--- config.mk ---
export PLATFORM = sky130hd
export DESIGN_NAME = addsub_accumulator
export DESIGN_NICKNAME = d
export VERILOG_FILES = /design/src/rtl/addsub_accumulator_pkg.sv /design/src/rtl/addsub_accumulator_ovf_core.sv /design/src/rtl/addsub_accumulator.sv
export SDC_FILE = /design/constraint.sdc
export NUM_CORES = 1
export LEC_CHECK = 0
export BUFFER_PORTS_ARGS = -buffer_cell sky130_fd_sc_hd__buf_4
export CAP_MARGIN = 25
export CORE_MARGIN = 1.5
export CORE_UTILIZATION = 40
export CTS_CLUSTER_DIAMETER = 100
export DETAILED_ROUTE_END_ITERATION = 8
export GPL_TIMING_DRIVEN = 1
export PLACE_DENSITY = 0.68
export SETUP_SLACK_MARGIN = 0.4
export SYNTH_ARGS = -nofsm -noshare
export SYNTH_HDL_FRONTEND = slang
export SYNTH_SLANG_ARGS = --single-unit
--- constraint.sdc ---
create_clock -name clk -period 11.8 [get_ports clk]
set_input_delay 1.18 -clock clk [delete_from_list [all_inputs] [get_ports clk]]
set_output_delay 1.18 -clock clk [all_outputs]
set_load 0.01 [all_outputs]
--- src/rtl/addsub_accumulator_pkg.sv ---
// Package for the add/subtract accumulator.
// Holds the per-operation field bundle and the saturation constant helpers
// shared by the accumulator top level.
package addsub_pkg;

    // Operation fields captured together on an accepted input.
    typedef struct packed {
        logic clear;  // operate against zero instead of the accumulator
        logic sub;    // subtract the operand instead of adding it
        logic sat;    // clamp on overflow instead of wrapping
    } op_t;

    // Most-positive two's-complement value (011..1) for a w-bit word.
    // Returned zero-extended in 64 bits; callers truncate to their width.
    function automatic logic [63:0] sat_max(input int unsigned w);
        logic [63:0] v;
        v = (64'd1 << (w - 32'd1)) - 64'd1;
        return v;
    endfunction

    // Most-negative two's-complement value (100..0) for a w-bit word.
    function automatic logic [63:0] sat_min(input int unsigned w);
        logic [63:0] v;
        v = 64'd1 << (w - 32'd1);
        return v;
    endfunction

endpackage

--- src/rtl/addsub_accumulator_ovf_core.sv ---
// Combinational add/subtract core with signed overflow detection.
// Ports:
//   a   - first operand (accumulator side)
//   b   - second operand; inverted when sub=1
//   sub - 1 = a - b (invert b, carry-in 1), 0 = a + b
//   sum - WIDTH-bit result of the ripple chain
//   ovf - carry into the MSB XOR carry out of the MSB
module addsub_ovf_core #(
    parameter int WIDTH = 8
) (
    input  logic [WIDTH-1:0] a,
    input  logic [WIDTH-1:0] b,
    input  logic             sub,
    output logic [WIDTH-1:0] sum,
    output logic             ovf
);

    logic [WIDTH-1:0] b_x_s;

    // Conditional inversion; replication follows the datapath width.
    assign b_x_s = b ^ {WIDTH{sub}};

    // Each bit keeps its own carry nets so the chain is not a single
    // self-referencing vector.
    genvar i;
    for (i = 0; i < WIDTH; i++) begin : g_bit
        logic c_in_s;
        logic c_out_s;
        if (i == 0) begin : g_first
            assign c_in_s = sub;
        end else begin : g_rest
            assign c_in_s = g_bit[i-1].c_out_s;
        end
        assign sum[i]  = a[i] ^ b_x_s[i] ^ c_in_s;
        assign c_out_s = (a[i] & b_x_s[i]) | (c_in_s & (a[i] ^ b_x_s[i]));
    end

    assign ovf = g_bit[WIDTH-1].c_out_s ^ g_bit[WIDTH-1].c_in_s;

endmodule

--- src/rtl/addsub_accumulator.sv ---
// Signed add/subtract accumulator with wrap/saturate overflow handling,
// sticky overflow flag and a saturating operation counter.
// Ports:
//   clk, rst_n          - rising-edge clock, asynchronous active-low reset
//   in_valid/in_ready   - input handshake (in_ready = !out_valid || out_ready)
//   in_data             - signed operand
//   in_sub, in_clear    - subtract select; restart from zero (also restarts count)
//   sat_mode            - saturate (1) or wrap (0) on overflow, taken on accept
//   out_valid/out_ready - output handshake, single result register
//   acc_out, ovf        - accumulator value and overflow of the last accept
//   ovf_sticky, ovf_clr - accumulated overflow flag and its clear
//   op_count            - saturating count of accepts since last clear
module addsub_accumulator
    import addsub_pkg::*;
#(
    parameter int WIDTH = 8,
    parameter int CNT_W = 8
) (
    input  logic             clk,
    input  logic             rst_n,
    input  logic             in_valid,
    output logic             in_ready,
    input  logic [WIDTH-1:0] in_data,
    input  logic             in_sub,
    input  logic             in_clear,
    input  logic             sat_mode,
    output logic             out_valid,
    input  logic             out_ready,
    output logic [WIDTH-1:0] acc_out,
    output logic             ovf,
    output logic             ovf_sticky,
    input  logic             ovf_clr,
    output logic [CNT_W-1:0] op_count
);

    localparam logic [WIDTH-1:0] SAT_MAX_C = WIDTH'(sat_max(WIDTH));
    localparam logic [WIDTH-1:0] SAT_MIN_C = WIDTH'(sat_min(WIDTH));
    localparam logic [CNT_W-1:0] CNT_MAX_C = {CNT_W{1'b1}};
    localparam logic [CNT_W-1:0] CNT_ONE_C = CNT_W'(1);

    logic [WIDTH-1:0] acc_r;
    logic             ovf_r;
    logic             ovf_sticky_r;
    logic [CNT_W-1:0] op_count_r;
    logic             out_valid_r;

    op_t              op_s;
    logic             in_ready_s;
    logic             accept_s;
    logic [WIDTH-1:0] base_s;
    logic [WIDTH-1:0] raw_s;
    logic             ov_s;
    logic [WIDTH-1:0] acc_next_s;
    logic [CNT_W-1:0] cnt_next_s;

    assign op_s       = '{clear: in_clear, sub: in_sub, sat: sat_mode};
    assign in_ready_s = !out_valid_r || out_ready;
    assign accept_s   = in_valid && in_ready_s;
    assign base_s     = op_s.clear ? {WIDTH{1'b0}} : acc_r;

    addsub_ovf_core #(
        .WIDTH(WIDTH)
    ) u_core (
        .a   (base_s),
        .b   (in_data),
        .sub (op_s.sub),
        .sum (raw_s),
        .ovf (ov_s)
    );

    // Saturation clamps toward the sign of the base operand: an overflow
    // can only move the result away from the base's side of zero.
    always_comb begin
        acc_next_s = raw_s;
        if (ov_s && op_s.sat) begin
            if (base_s[WIDTH-1]) begin
                acc_next_s = SAT_MIN_C;
            end else begin
                acc_next_s = SAT_MAX_C;
            end
        end else begin
            acc_next_s = raw_s;
        end
    end

    // Next operation count: restart at one on clear, otherwise saturate.
    always_comb begin
        cnt_next_s = op_count_r;
        if (op_s.clear) begin
            cnt_next_s = CNT_ONE_C;
        end else if (op_count_r == CNT_MAX_C) begin
            cnt_next_s = CNT_MAX_C;
        end else begin
            cnt_next_s = op_count_r + CNT_ONE_C;
        end
    end

    // Result register: accumulator, per-op overflow and counter load on accept.
    always_ff @(posedge clk or negedge rst_n) begin
        if (!rst_n) begin
            acc_r      <= {WIDTH{1'b0}};
            ovf_r      <= 1'b0;
            op_count_r <= {CNT_W{1'b0}};
        end else if (accept_s) begin
            acc_r      <= acc_next_s;
            ovf_r      <= ov_s;
            op_count_r <= cnt_next_s;
        end
    end

    // Output valid: set by an accept, dropped once downstream takes it.
    always_ff @(posedge clk or negedge rst_n) begin
        if (!rst_n) begin
            out_valid_r <= 1'b0;
        end else if (accept_s) begin
            out_valid_r <= 1'b1;
        end else if (out_ready) begin
            out_valid_r <= 1'b0;
        end
    end

    // Sticky overflow: a new overflow takes priority over a coincident clear.
    always_ff @(posedge clk or negedge rst_n) begin
        if (!rst_n) begin
            ovf_sticky_r <= 1'b0;
        end else if (accept_s && ov_s) begin
            ovf_sticky_r <= 1'b1;
        end else if (ovf_clr) begin
            ovf_sticky_r <= 1'b0;
        end
    end

    assign in_ready   = in_ready_s;
    assign out_valid  = out_valid_r;
    assign acc_out    = acc_r;
    assign ovf        = ovf_r;
    assign ovf_sticky = ovf_sticky_r;
    assign op_count   = op_count_r;

endmodule

==> flow_metrics.tcl, run 1 <==
set metrics [dict create \
    status "complete, no violations" \
    whs_ns 0.501 \
    yosysSeqAreaShare_pct 37.9 \
    synth_fp_nets 144 \
    globalRouteTotalUtil_pct 15.9 \
    grt_pass1_wl_um 4210 \
    place_congestion 0.848 \
    cts_tree "done" \
    drtPass1Iterations 4 \
    synth_compound_area_share_pct 21.0 \
    nets 175 \
    die_h_um 59.0 \
    p_switching_uw 94.5 \
    core_sq_um 3000 \
    p_leak_uw 0.000701 \
    final_core_util_pct 51.1 \
    clk_pin_slew_ns 0.10 \
    cts_buffer_depth 2 \
    slew_violations 0 \
    fin_crit_sh_pct 40.4 \
    drive_gt1_share_pct 30.7 \
    clockRootBuffer "clkbuf_4" \
    start_util_pct 41.7 \
    synth_top_family_by_area "compound AO/OA/AOI/OAI gates" \
    io_pins 36 \
    max-slew-margin-rel_pct 53.2 \
    syn_to_final_growth_pct 22.4 \
    rsz0062_at_grt "no" \
    num_rows 20 \
    portBuffers 35 \
    final_common_cell "buf_4" \
    cp_num_buf_inv 2 \
    arrival_ns 4.96 \
    crit_type "input port to flip-flop" \
    final_cell_mix "35 x buf_4, 19 x dfrtp_1, 10 x a21oi_1" \
    hold_depth 2 \
    slowest_stage "fa_1" \
    synth_fa_ha_area_share_pct 12.2 \
    wl_met2_um 1150 \
    routed_wl_um 2450 \
    startpoint_type "input port" \
    sw_frac_of_total_pct 37.4 \
    synth_cells 120 \
    fillers 307 \
    grt-ovfl-total 0 \
    ant_nets 0 \
    grt_antenna_before_repair 0 \
    antennaDiodeCount 0 \
    cts_hold_buf 0 \
    drtIter0Drc 85 \
    synth_xor_area_share_pct 6.19 \
    required_ns 11.99 \
    htreeDepth 1 \
    crit_top_cell "fa_1" \
    syn_avg_cell_area_sq_um 10.4 \
    finalInstanceArea_sq_um 1530 \
    synthMuxAreaShare_pct 0 \
    wl_met3_um 143 \
    drv_cap 0 \
    post_dp_cell_area_sq_um 1510 \
    netlist_area_sq_um 1250 \
    pwr-share-comb_pct 46.7 \
    grt_max_degree 22 \
    vias_per_cell 5.62 \
    die_w_um 59.0 \
    timing.final.crit_period_ns 4.77 \
    power_frac_seq_pct 40.8 \
    cp.depth 15 \
    tightest_slew_ns 0.700 \
    setup_tns_ns 0 \
    skew_ns 0.00133 \
    synth_cell_types 41 \
    power.density_nw_per_um2 165 \
    synth_flop_cell "dfrtp_1" \
    p_clk_share_pct 12.5 \
    async_reset_ff_share_pct 100 \
    cts_made_buffers 3 \
    path_max_fanout 18 \
    hold_class "flip-flop to flip-flop" \
    highest_layer "met4" \
    fmax_ghz 0.210 \
    endpoint_kind "flip-flop" \
    cp_top_family "adder cells" \
    insertion_delay_ns 0.29 \
    synth-edff-count 0 \
    wl_per_cell_um 13.4 \
    cts_resized 0 \
    place_hpwl_um 1880 \
    hold_viol_final 0 \
    ir_worst_vdd_uv 75.3 \
    ys_warn_count 0 \
    finalSetupViolations 0 \
    synthSimpleGateAreaFrac_pct 17.9 \
    synth_seq_cells 19 \
    grt_pass1_vias 967 \
    slowest_delay_ns 0.39 \
    cts.sink_count 19 \
    rr_worst_depth 14 \
    total_power_uw 253 \
    crit_chain "buf_4, nor3b_1, a21oi_1, fa_1, fa_1, fa_1, fa_1, inv_1, fa_1, fa_1, fa_1, xor2_2, and3_1, a211oi_1, a21o_1" \
    die_area_sq_um 3480 \
    drc 0 \
    met1_length_um 1130 \
    intPower_uw 158 \
    postCtsSetupBuffers 0 \
    vias 1028 \
]
[layer usage]
metal | GRT usage [%] | vias up
li1 | - | 489
met1 | 21.1 | 500
met2 | 26.2 | 36
met3 | 2.84 | 3
met4 | 5.84 | 0
met5 | 0 | -
[path summary, 6_finish.rpt]
check	start	to	slack, ns
worst max-delay path	in_clear	acc_out[1]	7.03
worst min-delay path	ovf	ovf	0.50
worst max register to register	acc_out[0]	acc_out[1]	7.70
worst min register to register	ovf	ovf	0.50
max in group asynchronous	rst_n	op_count[2]	10.87
min in group asynchronous	rst_n	op_count[7]	0.74
[worst reg2reg max path: stages (launching register included)]
cell and delay (ns):
dfrtp_1 0.40, nor3b_1 0.33, a21oi_1 0.10, fa_1 0.39, fa_1 0.38, fa_1 0.39, fa_1 0.36, inv_1 0.07
fa_1 0.18, fa_1 0.26, fa_1 0.25, xor2_2 0.25, and3_1 0.35, a211oi_1 0.09, a21o_1 0.19
[cells by family after synthesis]
family,count (synthesis)
AOI/OAI and AO/OA,36
adders and majority gates,8
and+or+nand+nor,37
DFF,19
buffers and inverters,12
xor gates and xnor gates,8
[Yosys cell counts, types with 2 or more instances]
library cell  instances  share of area [%]
dfrtp_1              19                 38
a21oi_1              10                4.0
nand2_1               9                2.7
fa_1                  7                 11
a211oi_1              5                3.0
a21o_1                5                3.0
nand2b_1              5                2.5
nor2_1                5                1.5
clkbuf_1              4                1.2
xnor2_1               4                2.8
a41oi_1               3                2.1
inv_1                 3               0.90
nor2b_1               3                1.5
o21bai_1              3                1.8
xor2_1                3                2.1
and2_1                2                1.0
and4_1                2                1.4
buf_4                 2                1.2
nand3_1               2               0.80
o21ai_0               2               0.80
o31ai_1               2                1.2
[state kept, by name, summed over array words and instances (netlist names)]
signal and cells:
ovf_sticky 1, out_valid 1, acc_out 8, op_count 8
ovf 1
[stage by stage]
stage	setup WS, ns	std cells
2_1_floorplan	6.97	120
3_3_place_gp	6.81	179
3_5_place_dp	6.73	179
4_1_cts	7.07	183
5_1_grt	6.82	183
6_report	7.03	183
[area by class of cell]
class	instances	area, sq um	share of cell area (%)
Tap cell	33	41.3	2.69
Clock buffer	4	26.3	1.71
Multi-Input combinational cell	89	717	46.7
Inverter	3	11.3	0.734
Timing Repair Buffer	35	263	17.1
Sequential cell	19	475	31.0
[power groups by stage]
stage | sequential (uW) | combinational (uW) | clock, uW
CTS | 103 | 120 | 33.3
global placement | 104 | 118 | 0
floorplan | 109 | 63.9 | 0
finish | 103 | 118 | 31.6
global route | 106 | 132 | 36.6
detailed placement | 104 | 120 | 0
No activity file was read; power rests on OpenSTA's default activity.
==> inputs of run 2 (changes only) <==
Clock period 11.8 ns to 4.7 ns, I/O delays scaled along.
==> run 2 against run 1 <==
Compared with the run above: non-clock buffer count unchanged; critical path type is now flip-flop to flip-flop; clock power increased by 140%; clock skew increased by 0.0044 ns; largest cell class unchanged; die area unchanged.
==> flow_metrics.tcl, run 2 (synthesized netlist as in run 1, its figures left out) <==
set metrics [dict create \
    dp_slack_ns 0.332 \
    post_dp_cell_area_sq_um 1510 \
    die_h_um 59.0 \
    io_pins 36 \
    fmax_ghz 0.251 \
    cts.sink_count 19 \
    slowest_delay_ns 0.40 \
    setup_ws_ns 0.711 \
    rr_worst_depth 14 \
    cp.depth 14 \
    hold_viol_final 0 \
    timing.final.crit_period_ns 3.99 \
    cts_tree "done" \
    grt_pass1_vias 969 \
    drtIter0Drc 90 \
    place_hpwl_um 2010 \
    cp_top_family "adder cells" \
    arrival_ns 4.17 \
    cts_buffer_depth 2 \
    drive_gt1_share_pct 31.3 \
    vias 1000 \
    p_leak_uw 0.000703 \
    insertion_delay_ns 0.28 \
    clk_pin_slew_ns 0.10 \
    cp_num_buf_inv 1 \
    finalSetupViolations 0 \
    crit_chain "nor3b_2, a21oi_1, fa_1, fa_1, fa_1, fa_1, inv_1, fa_1, fa_1, fa_1, xor2_2, and3_1, a211oi_1, a21o_1" \
    finalInstanceArea_sq_um 1540 \
    rr_endpoint "acc_out[4]" \
    max-slew-margin-rel_pct 54.6 \
    drv_cap 0 \
    syn_to_final_growth_pct 22.8 \
    final_cell_mix "35 x buf_4, 19 x dfrtp_1, 10 x a21oi_1" \
    antennaDiodeCount 0 \
    crit_top_cell "fa_1" \
    nets 175 \
    wl_per_cell_um 13.7 \
    reg2reg_slack_ns 0.71 \
    start_util_pct 41.7 \
    vias_per_cell 5.46 \
    status "complete, no violations" \
    path_max_fanout 7 \
    seq_area_sq_um 475 \
    final_common_cell "buf_4" \
    portBuffers 35 \
    cp-startpoint "acc_out[0]" \
    hold_class "input port to async pin" \
    die_w_um 59.0 \
    clockRootBuffer "clkbuf_4" \
    grt_antenna_before_repair 0 \
    slew_violations 0 \
    cts_made_buffers 3 \
    critPathCapture "acc_out[4]" \
    grt-ovfl-total 0 \
    die_area_sq_um 3480 \
    grt_max_degree 22 \
    slowest_stage "dfrtp_1" \
    fillers 289 \
    globalRouteTotalUtil_pct 16.1 \
    skew_ns 0.00572 \
    num_rows 20 \
    rr_startpoint "acc_out[0]" \
    startpoint_type "flip-flop" \
    crit_type "flip-flop to flip-flop" \
    htreeDepth 1 \
    grt_pass1_wl_um 4290 \
    ant_nets 0 \
    routed_wl_um 2510 \
    place_congestion 0.848 \
    multi_input_area_sq_um 722 \
    drtPass1Iterations 4 \
    power.density_nw_per_um2 411 \
    ir_worst_vdd_uv 187 \
    drc 0 \
    core_sq_um 3000 \
    fin_crit_sh_pct 84.9 \
    required_ns 4.88 \
    endpoint_kind "flip-flop" \
    setup_tns_ns 0 \
    rsz0062_at_grt "no" \
    tightest_slew_ns 0.680 \
]
run 2: cell counts in the layout (fill, tap and decap cells not counted):
No cell type changed its count.
run 2: worst min path at each step:
stage               depth (start not counted)   from     endpoint  slack, ns
floorplan                                   0  rst_n   acc_out[0]       0.17
global placement                            1  rst_n  op_count[6]       0.36
detailed placement                          1  rst_n  op_count[6]       0.36
CTS                                         1  rst_n  op_count[6]       0.03
global route                                1  rst_n  op_count[7]       0.03
finish                                      1  rst_n  op_count[7]       0.03
run 2: worst register-to-register path, cell delays in order (launching register included):
cell	delay, ns
dfrtp_1	0.40
nor3b_2	0.24
a21oi_1	0.09
fa_1	0.38
fa_1	0.38
fa_1	0.39
fa_1	0.36
inv_1	0.07
fa_1	0.18
fa_1	0.26
fa_1	0.25
xor2_2	0.25
and3_1	0.35
a211oi_1	0.10
a21o_1	0.19
run 2: timing repair:
item                                    4_1_cts  5_1_grt
gates resized for setup                       0        1
hold buffers                                  0        0
buffers inserted                              0        0
endpoints found under the setup margin        0        5
run 2: metrics by stage:
step | hold WS [ns] | utilization, % | power [uW] | std cells
2_1_floorplan | 0.174 | - | 434 | 120
3_3_place_gp | 0.358 | 50.2 | 556 | 179
3_5_place_dp | 0.356 | 50.2 | 563 | 179
4_1_cts | 0.0327 | 51.1 | 642 | 183
5_1_grt | 0.0310 | 51.2 | 689 | 183
6_report | 0.0346 | 51.2 | 633 | 183
run 2: power breakdown:
part	internal, uW	total [uW]	leakage [uW]	switching, uW
registers	212	259	0.000239	46.9
logic	153	297	0.000449	145
clock network	32.9	77.1	0.0000150	44.1
total	397	633	0.000703	236
run 2: final cells by class:
cell class	instances	area share, %
clock buffer	4	1.71
sequential	19	30.9
multi-input combinational	89	46.9
tap	33	2.68
timing repair buffer	35	17.1
inverter	3	0.732
run 2: routing by layer:
layer	GRT usage, %	part of all wire, %
met1	21.1	45
met2	27.3	49
met3	2.84	5.3
met4	4.87	0.60
met5	0	0
==> inputs of run 3 (changes only) <==
Clock period 4.7 ns to 4.15 ns, I/O delays scaled along.
==> run 3 against run 2 <==
Compared with the run above: core utilization is 4.0 points higher; clock power is 20% higher; final cell count is 4.4% higher; hold slack better by 0.27 ns; combinational power is 38% higher; sequential cell count stayed put; clock skew is 0.0026 ns lower; largest cell class unchanged; largest power group unchanged; highest routed layer unchanged.
==> flow_metrics.tcl, run 3 (synthesized netlist as in run 1, its figures left out) <==
set metrics [dict create \
    die_w_um 59.0 \
    fmax_ghz 0.273 \
    startpoint_type "flip-flop" \
    hold_class "input port to flip-flop" \
    cts_buffer_depth 2 \
    timing.final.crit_period_ns 3.66 \
    grt_use_met1_pct 23.4 \
    die_area_sq_um 3480 \
    reg2reg_slack_ns 0.49 \
    power.density_nw_per_um2 480 \
    drtIter0Drc 29 \
    final_cell_mix "42 x buf_4, 19 x dfrtp_1, 10 x a21oi_1" \
    start_util_pct 41.7 \
    grt_pass1_wl_um 4380 \
    final_common_cell "buf_4" \
    rr_worst_depth 14 \
    die_h_um 59.0 \
    drtPass1Iterations 4 \
    drive_gt1_share_pct 41.1 \
    slowest_stage "dfrtp_1" \
    fillers 284 \
    rr_endpoint "acc_out[5]" \
    grt_max_degree 22 \
    ir_worst_vdd_uv 236 \
    cts_made_buffers 3 \
    seq_area_sq_um 475 \
    status "complete, no violations" \
    hold_viol_final 0 \
    setup_tns_ns 0 \
    htreeDepth 1 \
    grtUsageMet3_pct 2.62 \
    globalRouteTotalUtil_pct 16.5 \
    path_max_fanout 6 \
    cts.sink_count 19 \
    crit_top_cell "fa_2" \
    clk_pin_slew_ns 0.10 \
    cp-startpoint "acc_out[0]" \
    clockRootBuffer "clkbuf_4" \
    place_congestion 0.827 \
    p_leak_uw 0.000751 \
    antennaDiodeCount 0 \
    grt_antenna_before_repair 0 \
    portBuffers 35 \
    max-slew-margin-rel_pct 52.4 \
    place_hpwl_um 2020 \
    dp_cells 180 \
    drv_cap 0 \
    routed_wl_um 2730 \
    endpoint_kind "flip-flop" \
    crit_chain "nor3b_4, a21oi_1, fa_2, fa_2, fa_2, fa_2, inv_2, fa_2, fa_2, fa_2, xor2_4, and3_4, buf_4, o31ai_1" \
    cts_tree "done" \
    tightest_slew_ns 0.712 \
    slowest_delay_ns 0.41 \
    grt_pass1_vias 960 \
    vias_per_cell 5.38 \
    insertion_delay_ns 0.29 \
    fin_crit_sh_pct 88.2 \
    grt-ovfl-total 0 \
    ant_nets 0 \
    nets 183 \
    finalSetupViolations 0 \
    gr-max-usage-layer "met2" \
    slew_violations 0 \
    wl_per_cell_um 14.3 \
    crit_type "flip-flop to flip-flop" \
    syn_to_final_growth_pct 32.3 \
    grtUsageMet2_pct 26.2 \
    fin_cells 191 \
    drc 0 \
    required_ns 4.35 \
    core_sq_um 3000 \
    multi_input_area_sq_um 779 \
    rsz0062_at_grt "no" \
    skew_ns 0.00314 \
    critPathCapture "acc_out[5]" \
    rr_startpoint "acc_out[0]" \
    num_rows 20 \
    arrival_ns 3.86 \
    vias 1027 \
    io_pins 36 \
]
run 3: worst min path at each step:
| stage | from | endpoint | slack [ns] | cells past startpoint |
|---|---|---|---|---|
| after floorplan | rst_n | acc_out[0] | 0.12 | 0 |
| after global placement | rst_n | op_count[6] | 0.31 | 1 |
| after detailed placement | rst_n | op_count[6] | 0.31 | 1 |
| after CTS | ovf_clr | ovf_sticky | 0.30 | 2 |
| after global routing | ovf_clr | ovf_sticky | 0.30 | 2 |
| final | ovf_clr | ovf_sticky | 0.30 | 2 |
run 3: routing by layer:
layer / part of all wire, % / vias to the layer above
met1: 45 / 493
li1: - / 502
met4: 0.92 / 0
met2: 50 / 28
met3: 4.0 / 4
met5: 0 / -
run 3: through the flow:
step	setup WS, ns	hold WS (ns)	power (uW)	area [sq um]	utilization [%]
2_1_floorplan	0.343	0.119	517	1320	-
3_3_place_gp	0.102	0.306	649	1560	51.8
3_5_place_dp	0.0687	0.307	664	1560	51.8
4_1_cts	0.461	0.297	770	1610	53.6
5_1_grt	0.351	0.296	856	1660	55.3
6_report	0.489	0.304	797	1660	55.3
run 3: critical path: cells and delay by family (launching register included):
kind / cells / cell delay [ns]
buf+inv: 2 / 0.18
fa+ha+maj: 7 / 1.97
compound gates: 2 / 0.41
simple gates: 2 / 0.38
flops: 1 / 0.41
xor+xnor: 1 / 0.22
run 3: final cells by class:
class | count | area share, %
clock buffer | 4 | 1.58
inverter | 3 | 0.679
sequential | 19 | 28.7
timing repair buffer | 43 | 19.6
multi-input combinational | 89 | 47.0
tap | 33 | 2.49
run 3: power breakdown:
part | switching, uW | internal, uW | total [uW]
Clock | 55.1 | 37.4 | 92.5
Combinational | 191 | 219 | 410
Sequential | 54.0 | 240 | 294
Total | 300 | 497 | 797
run 3: what timing repair did:
item | CTS | global route
setup endpoints to repair | 7 | 6
gates resized for setup | 3 | 2
hold buffers | 1 | 0
setup buffers | 1 | 5
hold endpoints to repair | 19 | 0
pin swaps | 2 | 3
